$ cat src/rtl/fifo_rd_pkg.sv
// Shared types and constants for the FIFO read engine and its output buffer.
package fifo_rd_pkg;

    typedef enum logic [1:0] {
        IDLE  = 2'd0,
        READ  = 2'd1,
        DRAIN = 2'd2,
        DONE  = 2'd3
    } rd_state_t;

    // Two entries let the buffer absorb one in-flight word while the head
    // waits on the sink, which is what keeps the stream at one word per cycle.
    localparam int MIN_BUF_DEPTH = 2;

endpackage

$ cat src/rtl/rd_out_buf.sv
// Small register FIFO sitting between the FIFO read data and the stream port.
// Entry 0 is always the head, so the head output comes straight from a flop.
module rd_out_buf #(
    parameter int DATA_WIDTH = 8,
    parameter int DEPTH      = 2,
    parameter int CNT_W      = $clog2(DEPTH + 1)
) (
    input  logic                  clk,
    input  logic                  rst,
    input  logic                  push,
    input  logic [DATA_WIDTH-1:0] push_data,
    input  logic                  pop,
    output logic [DATA_WIDTH-1:0] head,
    output logic [CNT_W-1:0]      count,
    output logic                  empty
);

    logic [DATA_WIDTH-1:0] entries_q [DEPTH];
    logic [DATA_WIDTH-1:0] entries_d [DEPTH];
    logic [CNT_W-1:0]      count_q;
    logic [CNT_W-1:0]      count_d;
    logic                  do_pop;
    logic                  do_push;
    logic [CNT_W-1:0]      wr_idx;

    // Shift toward the head on pop, then drop the new word just behind the last valid entry.
    always_comb begin
        do_pop    = pop && (count_q != '0);
        wr_idx    = count_q - CNT_W'(do_pop);
        do_push   = push && (wr_idx < CNT_W'(DEPTH));
        entries_d = entries_q;
        if (do_pop) begin
            for (int i = 0; i < DEPTH - 1; i++) begin
                entries_d[i] = entries_q[i + 1];
            end
            entries_d[DEPTH - 1] = '0;
        end
        if (do_push) begin
            for (int i = 0; i < DEPTH; i++) begin
                if (CNT_W'(i) == wr_idx) begin
                    entries_d[i] = push_data;
                end
            end
        end
        count_d = count_q + CNT_W'(do_push) - CNT_W'(do_pop);
    end

    // Storage and occupancy registers; reset empties the buffer and zeroes the head.
    always_ff @(posedge clk) begin
        if (rst) begin
            for (int i = 0; i < DEPTH; i++) begin
                entries_q[i] <= '0;
            end
            count_q <= '0;
        end else begin
            entries_q <= entries_d;
            count_q   <= count_d;
        end
    end

    assign head  = entries_q[0];
    assign count = count_q;
    assign empty = (count_q == '0);

endmodule

$ cat src/rtl/fifo_read_engine.sv
// Read-side agent for the synchronous FIFO: issues a burst of reads, never
// reading an empty FIFO, and streams the captured words out on valid/ready.
module fifo_read_engine
    import fifo_rd_pkg::*;
#(
    parameter int DATA_WIDTH = 8,
    parameter int LEN_WIDTH  = 8,
    parameter int BUF_DEPTH  = 2
) (
    input  logic                  clk,
    input  logic                  rst,
    input  logic                  start,
    input  logic [LEN_WIDTH-1:0]  len,
    input  logic                  abort,
    output logic                  fifo_rd_en,
    input  logic [DATA_WIDTH-1:0] fifo_rdata,
    input  logic                  fifo_empty,
    input  logic                  fifo_underflow,
    output logic                  m_valid,
    output logic [DATA_WIDTH-1:0] m_data,
    input  logic                  m_ready,
    output logic                  busy,
    output logic                  done,
    output logic                  aborted,
    output logic                  err_underflow,
    output logic [LEN_WIDTH-1:0]  words_read
);

    // A smaller buffer could not cover the read-to-capture latency, so clamp it.
    localparam int DEPTH = (BUF_DEPTH < MIN_BUF_DEPTH) ? MIN_BUF_DEPTH : BUF_DEPTH;
    localparam int CNT_W = $clog2(DEPTH + 1);
    localparam int OCC_W = CNT_W + 1;

    rd_state_t            state_q;
    rd_state_t            state_d;
    logic [LEN_WIDTH-1:0] remaining_q;
    logic [LEN_WIDTH-1:0] remaining_d;
    logic [LEN_WIDTH-1:0] words_read_q;
    logic [LEN_WIDTH-1:0] words_read_d;
    logic                 inflight_q;
    logic                 inflight_d;
    logic                 aborted_q;
    logic                 aborted_d;
    logic                 err_underflow_q;
    logic                 err_underflow_d;

    logic                 rd_en;
    logic                 pop;
    logic                 buf_empty;
    logic [CNT_W-1:0]     buf_count;
    logic [DATA_WIDTH-1:0] buf_head;
    logic [OCC_W-1:0]     occupancy;
    logic                 busy_int;

    assign busy_int = (state_q == READ) || (state_q == DRAIN);
    assign pop      = !buf_empty && m_ready;

    rd_out_buf #(
        .DATA_WIDTH (DATA_WIDTH),
        .DEPTH      (DEPTH),
        .CNT_W      (CNT_W)
    ) u_out_buf (
        .clk       (clk),
        .rst       (rst),
        .push      (inflight_q),
        .push_data (fifo_rdata),
        .pop       (pop),
        .head      (buf_head),
        .count     (buf_count),
        .empty     (buf_empty)
    );

    // Launch a read only if the FIFO has data and the word will have a buffer slot when it lands.
    always_comb begin
        occupancy = OCC_W'(buf_count) + OCC_W'(inflight_q) - OCC_W'(pop);
        rd_en     = (state_q == READ) && !rst && !abort && !fifo_empty &&
                    (remaining_q != '0) && (occupancy < OCC_W'(DEPTH));
    end

    // Burst sequencing plus the word counter and sticky status flags.
    always_comb begin
        state_d         = state_q;
        remaining_d     = remaining_q;
        inflight_d      = rd_en;
        aborted_d       = aborted_q;
        err_underflow_d = err_underflow_q | (fifo_underflow && busy_int);
        words_read_d    = words_read_q;
        if (pop && (words_read_q != {LEN_WIDTH{1'b1}})) begin
            words_read_d = words_read_q + LEN_WIDTH'(1);
        end

        case (state_q)
            IDLE: begin
                if (start) begin
                    words_read_d    = '0;
                    aborted_d       = 1'b0;
                    err_underflow_d = 1'b0;
                    if (len != '0) begin
                        remaining_d = len;
                        state_d     = READ;
                    end else begin
                        state_d = DONE;
                    end
                end
            end
            READ: begin
                if (rd_en) begin
                    remaining_d = remaining_q - LEN_WIDTH'(1);
                end
                if (abort) begin
                    aborted_d   = 1'b1;
                    remaining_d = '0;
                    state_d     = DRAIN;
                end else if (remaining_d == '0) begin
                    state_d = DRAIN;
                end
            end
            DRAIN: begin
                // Finish as soon as the last buffered word is leaving this cycle.
                if (!inflight_q && (buf_count == CNT_W'(pop))) begin
                    state_d = DONE;
                end
            end
            DONE: begin
                state_d = IDLE;
            end
            default: begin
                state_d = IDLE;
            end
        endcase
    end

    // State and counter registers; reset abandons any burst in progress.
    always_ff @(posedge clk) begin
        if (rst) begin
            state_q         <= IDLE;
            remaining_q     <= '0;
            inflight_q      <= 1'b0;
            aborted_q       <= 1'b0;
            err_underflow_q <= 1'b0;
            words_read_q    <= '0;
        end else begin
            state_q         <= state_d;
            remaining_q     <= remaining_d;
            inflight_q      <= inflight_d;
            aborted_q       <= aborted_d;
            err_underflow_q <= err_underflow_d;
            words_read_q    <= words_read_d;
        end
    end

    assign fifo_rd_en    = rd_en;
    assign m_valid       = !buf_empty;
    assign m_data        = buf_head;
    assign busy          = busy_int;
    assign done          = (state_q == DONE);
    assign aborted       = aborted_q;
    assign err_underflow = err_underflow_q;
    assign words_read    = words_read_q;

endmodule

$ cat config.mk
export PLATFORM = sky130hd
export DESIGN_NAME = fifo_read_engine
export DESIGN_NICKNAME = d
export VERILOG_FILES = /design/src/rtl/fifo_rd_pkg.sv /design/src/rtl/rd_out_buf.sv /design/src/rtl/fifo_read_engine.sv
export SDC_FILE = /design/constraint.sdc
export NUM_CORES = 1
export LEC_CHECK = 0
export ABC_AREA = 0
export BUFFER_PORTS_ARGS = -buffer_cell sky130_fd_sc_hd__buf_4
export CORE_AREA = 2 2 83 85
export CTS_CLUSTER_SIZE = 40
export DETAILED_ROUTE_END_ITERATION = 12
export DIE_AREA = 0 0 85 87
export GPL_TIMING_DRIVEN = 1
export PLACE_DENSITY = 0.57
export SLEW_MARGIN = 20
export SYNTH_ARGS = -nofsm -noshare
export SYNTH_HDL_FRONTEND = slang
export SYNTH_SLANG_ARGS = --single-unit
$ cat constraint.sdc
create_clock -name clk -period 5 [get_ports clk]
set_input_delay 0.75 -clock clk [delete_from_list [all_inputs] [get_ports clk]]
set_output_delay 0.75 -clock clk [all_outputs]
set_load 0.01 [all_outputs]
==> parameters.txt, run 1 <==
Parameter                              Value

STA
  Worst-margin pin slew    0.977 ns
  Final critical-path share of the clock period    0.746
  Max-slew violation total from the final report    0
  Crit path setup slack, layout    1.27 ns
  Max Clock Skew    0.00470 ns
  Final hold viol count    0
  Unrepaired setup endpoints after global routing    false
  Worst max-slew margin expressed relative to the limit    0.346
  Total of endpoints with negative setup slack in the final report    0
  Clock period minus worst slack    3.73 ns
  Achievable clock frequency    0.268 GHz
  Sum Neg Setup Slack    0 ns
  Smallest hold slack    0.490 ns

Min path
  Hold path depth    2
  Startpoint of the lowest-slack hold path    u_out_buf.entries_q[1]
  Hold/Removal Path Class    reg2reg

Drt
  Length of the first detailed-routing pass in iterations    4
  Final Routed Wirelength    5310 um
  Vias per Instance    5.20
  Post-route DRC violation count    0
  Via count    2,001
  Number of nets still failing antenna checks after routing    0
  Average detailed-routed wire length per instance    13.8 um
  Number of violations reported at the end of detailed-routing iteration 0    105

Power
  Total power density per cell area    488 nW/um^2
  Switching Power    0.000561 W
  Proportion of total power due to net switching    0.436
  Leakage power total    1.01 nW
  Sequential power share    0.331
  Maximum resistive drop on vdd    0.244 mV
  Combinational group share of total power    0.501
  Internal Power    0.000725 W
  Proportion of power drawn by the clock network    0.167

Floorplanning
  Core Area    6570 um^2
  Chip height    87 um
  IO Count    45
  Initial core utilization    0.338
  Row Count    30
  Die Wd    85 um
  Die Footprint    7400 um^2

Synth
  Cell variety after synth    47
  Number of register bits inferred by synthesis    39
  Main synth FF type    sky130_fd_sc_hd__dfxtp_1
  Post-synthesis instance area    2220 um^2
  Mean post-synth cell area    8.15 um^2
  Post-synth net total    307
  Area share of the largest cell type after synthesis    0.352
  Async set or reset register ratio after synthesis    0
  Number of warnings printed during yosys synthesis    0
  Library cell occupying the most area in the post-synthesis netlist    sky130_fd_sc_hd__dfxtp_1
  Ranking of synthesized cells by area    sky130_fd_sc_hd__dfxtp_1, sky130_fd_sc_hd__nor2_1, sky130_fd_sc_hd__ha_1
  Gate Count Post-Synth    272
  Share of the yosys chip area belonging to registers    0.352
  Number of flops mapped to enable cells by yosys    0

Worst setup path
  R2R Path Start    u_out_buf.count[1]
  Worst path required time    5.23 ns
  Launching element type of the critical path    flip-flop
  Kind of end point of the critical path    flip-flop
  WP depth    14
  CP startpoint    u_out_buf.count[1]
  Highest fanout seen on the critical path    11
  Buffering stage count on the worst path with inverters included    3
  R2R depth    14
  Cell mode on critical path    sky130_fd_sc_hd__nand2_1
  Worst path max stage delay    0.53 ns
  Worst path top cell family by delay    simple AND/OR/NAND/NOR gates
  Ordered cell list for the critical path    inv_1 > nand2_1 > nand2_1 > inv_1 > ha_1 > inv_1 > nand2_1 > fa_1 > nand4bb_2 > nor3_1 > nand2_1 > o2111a_1 > a31oi_2 > mux2i_1
  Worst EP arrival    3.96 ns
  Cell with the biggest individual delay on the critical path    sky130_fd_sc_hd__fa_1
  CP Class    reg2reg

Clock network
  Buffers from clock root to sink, at most    2
  Post-CTS setup buffer count    0
  Gates resized, CTS repair    0
  Master cell of the clock root buffer    sky130_fd_sc_hd__clkbuf_8
  CTS clock-pin slew for the worst setup and hold paths    0.08 ns
  H-tree depth    2
  Insertion delay of the later-clocked pin in the worst-skew pair    0.30 ns
  CTS hold repair buffers    0
  CTS tree    yes
  TritonCTS Buffers    5
  Sink Count    39

Flow run
  Max-cap violations    0

Layout
  Fin cells    385
  Number of nets at the end of the flow    339
  Post-layout instance area    2640 um^2
  Filler cell count in the final layout    679
  Diodes inserted    0
  Synth-to-Final Area Change    18.8%
  Share of post-route cells with drive strength above 1    0.193

GRT
  Number of global-route vias before repair    1,954
  Total congestion overflow after global routing    0
  Antenna violations before repair    0
  Largest net degree at the start of global routing    36
  Wire length of the first global-routing pass    9020 um
  GRT Util Overall    0.149

Place
  Post-placement cell area    2550 um^2
  Post-Place Cells    377
  GPL Wtd Cong    0.940
  Port buffer count    44
  Half-perimeter wire length after placement    3850 um
  Post-Place Setup Slack    1.10 ns

Outcome
  Result of the run    complete, no violations
[tightest hold or removal path: cells and delay by family (launching register included)]
| family | cells | cell delay [ns] |
|---|---|---|
| AOI/OAI and AO/OA | 1 | 0.07 |
| DFF | 1 | 0.32 |
| and+or+nand+nor | 1 | 0.05 |
[cells by family after synthesis]
logic type,synth area share
flip-flops,0.352
AO/OA/AOI/OAI,0.199
buffers and inverters,0.0711
adder cells (fa/ha/maj),0.0711
multiplexers,0.0181
AND/OR/NAND/NOR,0.253
XOR/XNOR,0.0356
[through the flow]
stage / util / power [W]
2_1_floorplan: - / 0.000908
3_3_place_gp: 0.388 / 0.00108
3_5_place_dp: 0.388 / 0.00108
4_1_cts: 0.401 / 0.00130
5_1_grt: 0.401 / 0.00139
6_report: 0.401 / 0.00129
[cell type report]
class	count	area, um^2	share of cell area
Multi-Input combinational cell	199	1280	0.485
Inverter	14	52.6	0.0199
Tap cell	80	100	0.0380
Sequential cell	39	781	0.296
Clock inverter	2	12.5	0.00475
Timing Repair Buffer	45	338	0.128
Clock buffer	6	72.6	0.0275
[routing by layer]
metal,wire length [um],GRT usage,up-vias
met3,281,0.0379,7
met4,74,0.0447,0
met2,2440,0.247,47
met1,2520,0.192,935
met5,0,0,-
li1,-,-,1012
[worst paths after layout]
path                        to  slack (ns)
min          u_out_buf.head[1]        0.49
max                 state_q[0]        1.27
max reg2reg         state_q[0]        1.27
min reg2reg  u_out_buf.head[1]        0.49
[power groups by stage]
stage	combinational (W)	clock (W)	sequential (W)
floorplan	0.000488	0	0.000420
global placement	0.000645	0	0.000432
detailed placement	0.000644	0	0.000434
CTS	0.000648	0.000223	0.000426
global route	0.000721	0.000233	0.000436
finish	0.000644	0.000215	0.000426
[sequential cells by signal, summed over array words and instances, names as in the netlist]
signal,count
aborted,1
u_out_buf.count,2
u_out_buf.entries_q,8
words_read,8
u_out_buf.head,8
err_underflow,1
inflight_q,1
state_q,2
remaining_q,8
[cell usage in the layout, fill, tap and decap left out, types with 2 or more instances in the layout]
master,n
sky130_fd_sc_hd__o21a_1,2
sky130_fd_sc_hd__nand2_1,29
sky130_fd_sc_hd__a22oi_1,10
sky130_fd_sc_hd__nor2_1,40
sky130_fd_sc_hd__mux2i_1,4
sky130_fd_sc_hd__nand3_1,9
sky130_fd_sc_hd__a21oi_1,13
sky130_fd_sc_hd__a221oi_1,3
sky130_fd_sc_hd__nor3_1,8
sky130_fd_sc_hd__a31oi_1,2
sky130_fd_sc_hd__nand3b_1,2
sky130_fd_sc_hd__o21ai_0,8
sky130_fd_sc_hd__buf_4,45
sky130_fd_sc_hd__dfxtp_1,39
sky130_fd_sc_hd__nor4_1,6
sky130_fd_sc_hd__nand2b_1,5
sky130_fd_sc_hd__inv_1,14
sky130_fd_sc_hd__xor2_1,3
sky130_fd_sc_hd__o31ai_1,2
sky130_fd_sc_hd__o21bai_1,2
sky130_fd_sc_hd__ha_1,11
sky130_fd_sc_hd__a311oi_1,8
sky130_fd_sc_hd__nor2b_1,4
sky130_fd_sc_hd__and2b_1,2
sky130_fd_sc_hd__clkbuf_8,5
sky130_fd_sc_hd__xnor2_1,6
[synth_stat cells, types with 2 or more instances]
library cell	count
sky130_fd_sc_hd__a21oi_1	13
sky130_fd_sc_hd__a221oi_1	3
sky130_fd_sc_hd__a22oi_1	10
sky130_fd_sc_hd__a311oi_1	8
sky130_fd_sc_hd__a31oi_1	2
sky130_fd_sc_hd__and2b_1	2
sky130_fd_sc_hd__buf_4	8
sky130_fd_sc_hd__clkbuf_1	11
sky130_fd_sc_hd__dfxtp_1	39
sky130_fd_sc_hd__ha_1	11
sky130_fd_sc_hd__inv_1	14
sky130_fd_sc_hd__mux2i_1	4
sky130_fd_sc_hd__nand2_1	29
sky130_fd_sc_hd__nand2b_1	5
sky130_fd_sc_hd__nand3_1	9
sky130_fd_sc_hd__nand3b_1	2
sky130_fd_sc_hd__nor2_1	40
sky130_fd_sc_hd__nor2b_1	4
sky130_fd_sc_hd__nor3_1	8
sky130_fd_sc_hd__nor4_1	6
sky130_fd_sc_hd__o21a_1	2
sky130_fd_sc_hd__o21ai_0	8
sky130_fd_sc_hd__o21bai_1	2
sky130_fd_sc_hd__o31ai_1	2
sky130_fd_sc_hd__xnor2_1	6
sky130_fd_sc_hd__xor2_1	3
(Power assumes the default switching activity.)
==> run 2: changes to the inputs <==
--- a/config.mk
+++ b/config.mk
@@ -12,7 +12,7 @@
 export DETAILED_ROUTE_END_ITERATION = 12
 export DIE_AREA = 0 0 85 87
 export GPL_TIMING_DRIVEN = 1
-export PLACE_DENSITY = 0.57
+export PLACE_DENSITY = 0.59
 export SLEW_MARGIN = 20
 export SYNTH_ARGS = -nofsm -noshare
 export SYNTH_HDL_FRONTEND = slang
==> constraint.sdc (replaced) <==
create_clock -name clk -period 3.2 [get_ports clk]
set_input_delay 0.48 -clock clk [delete_from_list [all_inputs] [get_ports clk]]
set_output_delay 0.48 -clock clk [all_outputs]
set_load 0.01 [all_outputs]
==> parameters.txt, run 2 (synthesis results as in run 1) <==
Parameter                              Value

Worst setup path
  Worst EP arrival    3.25 ns (-0.71 ns)
  Highest fanout seen on the critical path    4 (-7)
  Reg-to-Reg End    state_q[1]
  Kind of end point of the critical path    flip-flop
  Worst path required time    3.38 ns (-1.85 ns)
  R2R depth    14 (unchanged)
  CP Class    reg2reg
  R2R Path Start    u_out_buf.count[1]
  Launching element type of the critical path    flip-flop
  R2r setup slk    0.13 ns (-1.13 ns)

STA
  Final hold viol count    0 (unchanged)
  Smallest hold slack    0.421 ns (-0.0693 ns)
  Crit path setup slack, layout    0.133 ns (-1.13 ns)
  Achievable clock frequency    0.326 GHz (+22%)
  Clock period minus worst slack    3.07 ns (-0.665 ns)
  Total of endpoints with negative setup slack in the final report    0 (unchanged)
  Worst-margin pin slew    0.556 ns (-0.421 ns)
  Worst max-slew margin expressed relative to the limit    0.628 (+0.282)
  Sum Neg Setup Slack    0 ns (unchanged)
  Final critical-path share of the clock period    0.958 (+0.212)
  Max-slew violation total from the final report    0 (unchanged)
  Unrepaired setup endpoints after global routing    false
  Max Clock Skew    0.00604 ns (+0.00134 ns)

Layout
  Area of all sequential standard cells    785 um^2 (+0.48%)
  Final Util    0.419 (+0.0183)
  Diodes inserted    0 (unchanged)
  Synth-to-Final Area Change    24.3%
  Share of post-route cells with drive strength above 1    0.246 (+0.0526)
  Leading cell type in the layout, fill and taps excluded    sky130_fd_sc_hd__buf_4
  Area taken by multi-input logic gates    1330 um^2 (+3.8%)
  Highest-count cells in the layout ignoring fill and taps    sky130_fd_sc_hd__buf_4, sky130_fd_sc_hd__nor2_1, sky130_fd_sc_hd__dfxtp_1, sky130_fd_sc_hd__nand2_1, sky130_fd_sc_hd__a21oi_1
  Filler cell count in the final layout    637 (-6.2%)
  Number of nets at the end of the flow    347 (+2.4%)

GRT
  Antenna violations before repair    0 (unchanged)
  Wire length of the first global-routing pass    8640 um (-4.2%)
  Number of global-route vias before repair    1,851 (-5.3%)
  GRT Util Overall    0.144 (-0.00510)
  Total congestion overflow after global routing    0 (unchanged)
  Largest net degree at the start of global routing    36 (unchanged)

Outcome
  Result of the run    complete, no violations

Min path
  Hold Crit Endpoint    err_underflow
  Hold/Removal Path Class    in2reg
  Hold path depth    3 (+1)
  Startpoint of the lowest-slack hold path    fifo_underflow

Clock network
  CTS tree    yes
  Sink Count    39 (unchanged)
  Insertion delay of the later-clocked pin in the worst-skew pair    0.29 ns (about the same)
  Master cell of the clock root buffer    sky130_fd_sc_hd__clkbuf_8
  TritonCTS Buffers    5 (unchanged)
  CTS clock-pin slew for the worst setup and hold paths    0.08 ns (about the same)
  H-tree depth    2 (unchanged)
  Buffers from clock root to sink, at most    2 (unchanged)

Floorplanning
  Die Footprint    7400 um^2 (unchanged)
  Initial core utilization    0.338 (unchanged)
  Die Wd    85 um (unchanged)
  Row Count    30 (unchanged)
  Core Area    6570 um^2 (unchanged)
  IO Count    45 (unchanged)
  Chip height    87 um (unchanged)

Drt
  Number of violations reported at the end of detailed-routing iteration 0    108 (+2.9%)
  Number of nets still failing antenna checks after routing    0 (unchanged)
  Post-route DRC violation count    0 (unchanged)
  Average detailed-routed wire length per instance    13.6 um (-1.1%)
  Final Routed Wirelength    5360 um (+0.92%)
  Via count    2,030 (+1.4%)
  Vias per Instance    5.17 (-0.62%)
  Length of the first detailed-routing pass in iterations    4 (unchanged)

Power
  Leakage power total    1.05 nW (+4.0%)
  Final Power    0.00214 W (+67%)
  Total power density per cell area    778 nW/um^2 (+59%)
  Maximum resistive drop on vdd    0.274 mV (+12%)

Place
  Post-Place Setup Slack    0.0758 ns (-1.02 ns)
  Half-perimeter wire length after placement    3890 um (+1.1%)
  GPL Wtd Cong    0.821 (-13%)
  Port buffer count    44 (unchanged)

Flow run
  Max-cap violations    0 (unchanged)
-- run 2: cell count changes in the layout (fill, tap and decap cells not counted), sizes merged --
cell / delta
buf: +8
clkbuf: -1
clkinv: -1
clkinvlp: +1
inv: +1
-- run 2: final cells by class --
class | instances | area share
multi-input combinational | 199 | 0.482
sequential | 39 | 0.285
timing repair buffer | 53 | 0.144
tap | 80 | 0.0363
clock buffer | 5 | 0.0250
inverter | 14 | 0.0191
clock inverter | 3 | 0.00863
-- run 2: critical path: stages (launching register included) --
cell	delay [ns]
sky130_fd_sc_hd__dfxtp_4	0.36
sky130_fd_sc_hd__inv_1	0.07
sky130_fd_sc_hd__nand2_1	0.07
sky130_fd_sc_hd__nand2_1	0.10
sky130_fd_sc_hd__inv_2	0.06
sky130_fd_sc_hd__ha_4	0.21
sky130_fd_sc_hd__inv_2	0.07
sky130_fd_sc_hd__nand2_1	0.08
sky130_fd_sc_hd__fa_2	0.61
sky130_fd_sc_hd__nand4bb_4	0.15
sky130_fd_sc_hd__a2111oi_4	0.43
sky130_fd_sc_hd__mux2i_1	0.26
sky130_fd_sc_hd__o2111a_1	0.21
sky130_fd_sc_hd__a31oi_2	0.13
sky130_fd_sc_hd__mux2i_1	0.14
-- run 2: layer usage --
layer	GRT usage	vias to the layer above	wire [um]
met2	0.246	33	2620
met5	0	-	0
met3	0.0332	4	198
li1	-	1031	-
met1	0.182	962	2490
met4	0.0404	0	48
-- run 2: power by group --
| part | internal (W) | leakage [nW] | switching, W | total (W) |
|---|---|---|---|---|
| clock network | 0.000156 | 0.0408 | 0.000194 | 0.000350 |
| registers | 0.000572 | 0.317 | 0.0000916 | 0.000663 |
| logic | 0.000481 | 0.691 | 0.000650 | 0.00113 |
| total | 0.00121 | 1.05 | 0.000935 | 0.00214 |
-- run 2: worst max path at each step --
stage | from | to | slack [ns] | cells after the start
after floorplan | u_out_buf.count[1] | state_q[0] | 0.06 | 15
after global placement | m_ready | state_q[1] | 0.16 | 13
after detailed placement | m_ready | state_q[1] | 0.08 | 13
after CTS | u_out_buf.count[1] | fifo_rd_en | 0.05 | 12
after global routing | u_out_buf.count[1] | remaining_q[3] | 0.02 | 14
final | u_out_buf.count[1] | state_q[1] | 0.13 | 14
-- run 2: timing repair --
action	CTS	global route
resized for setup	0	11
setup buffers	0	3
endpoints found under the setup margin	0	6
hold buffers	0	0
-- run 2: through the flow --
stage,instances,instance area [um^2]
5_1_grt,393,2760
4_1_cts,390,2690
3_3_place_gp,382,2590
6_report,393,2760
3_5_place_dp,382,2590
2_1_floorplan,272,2220
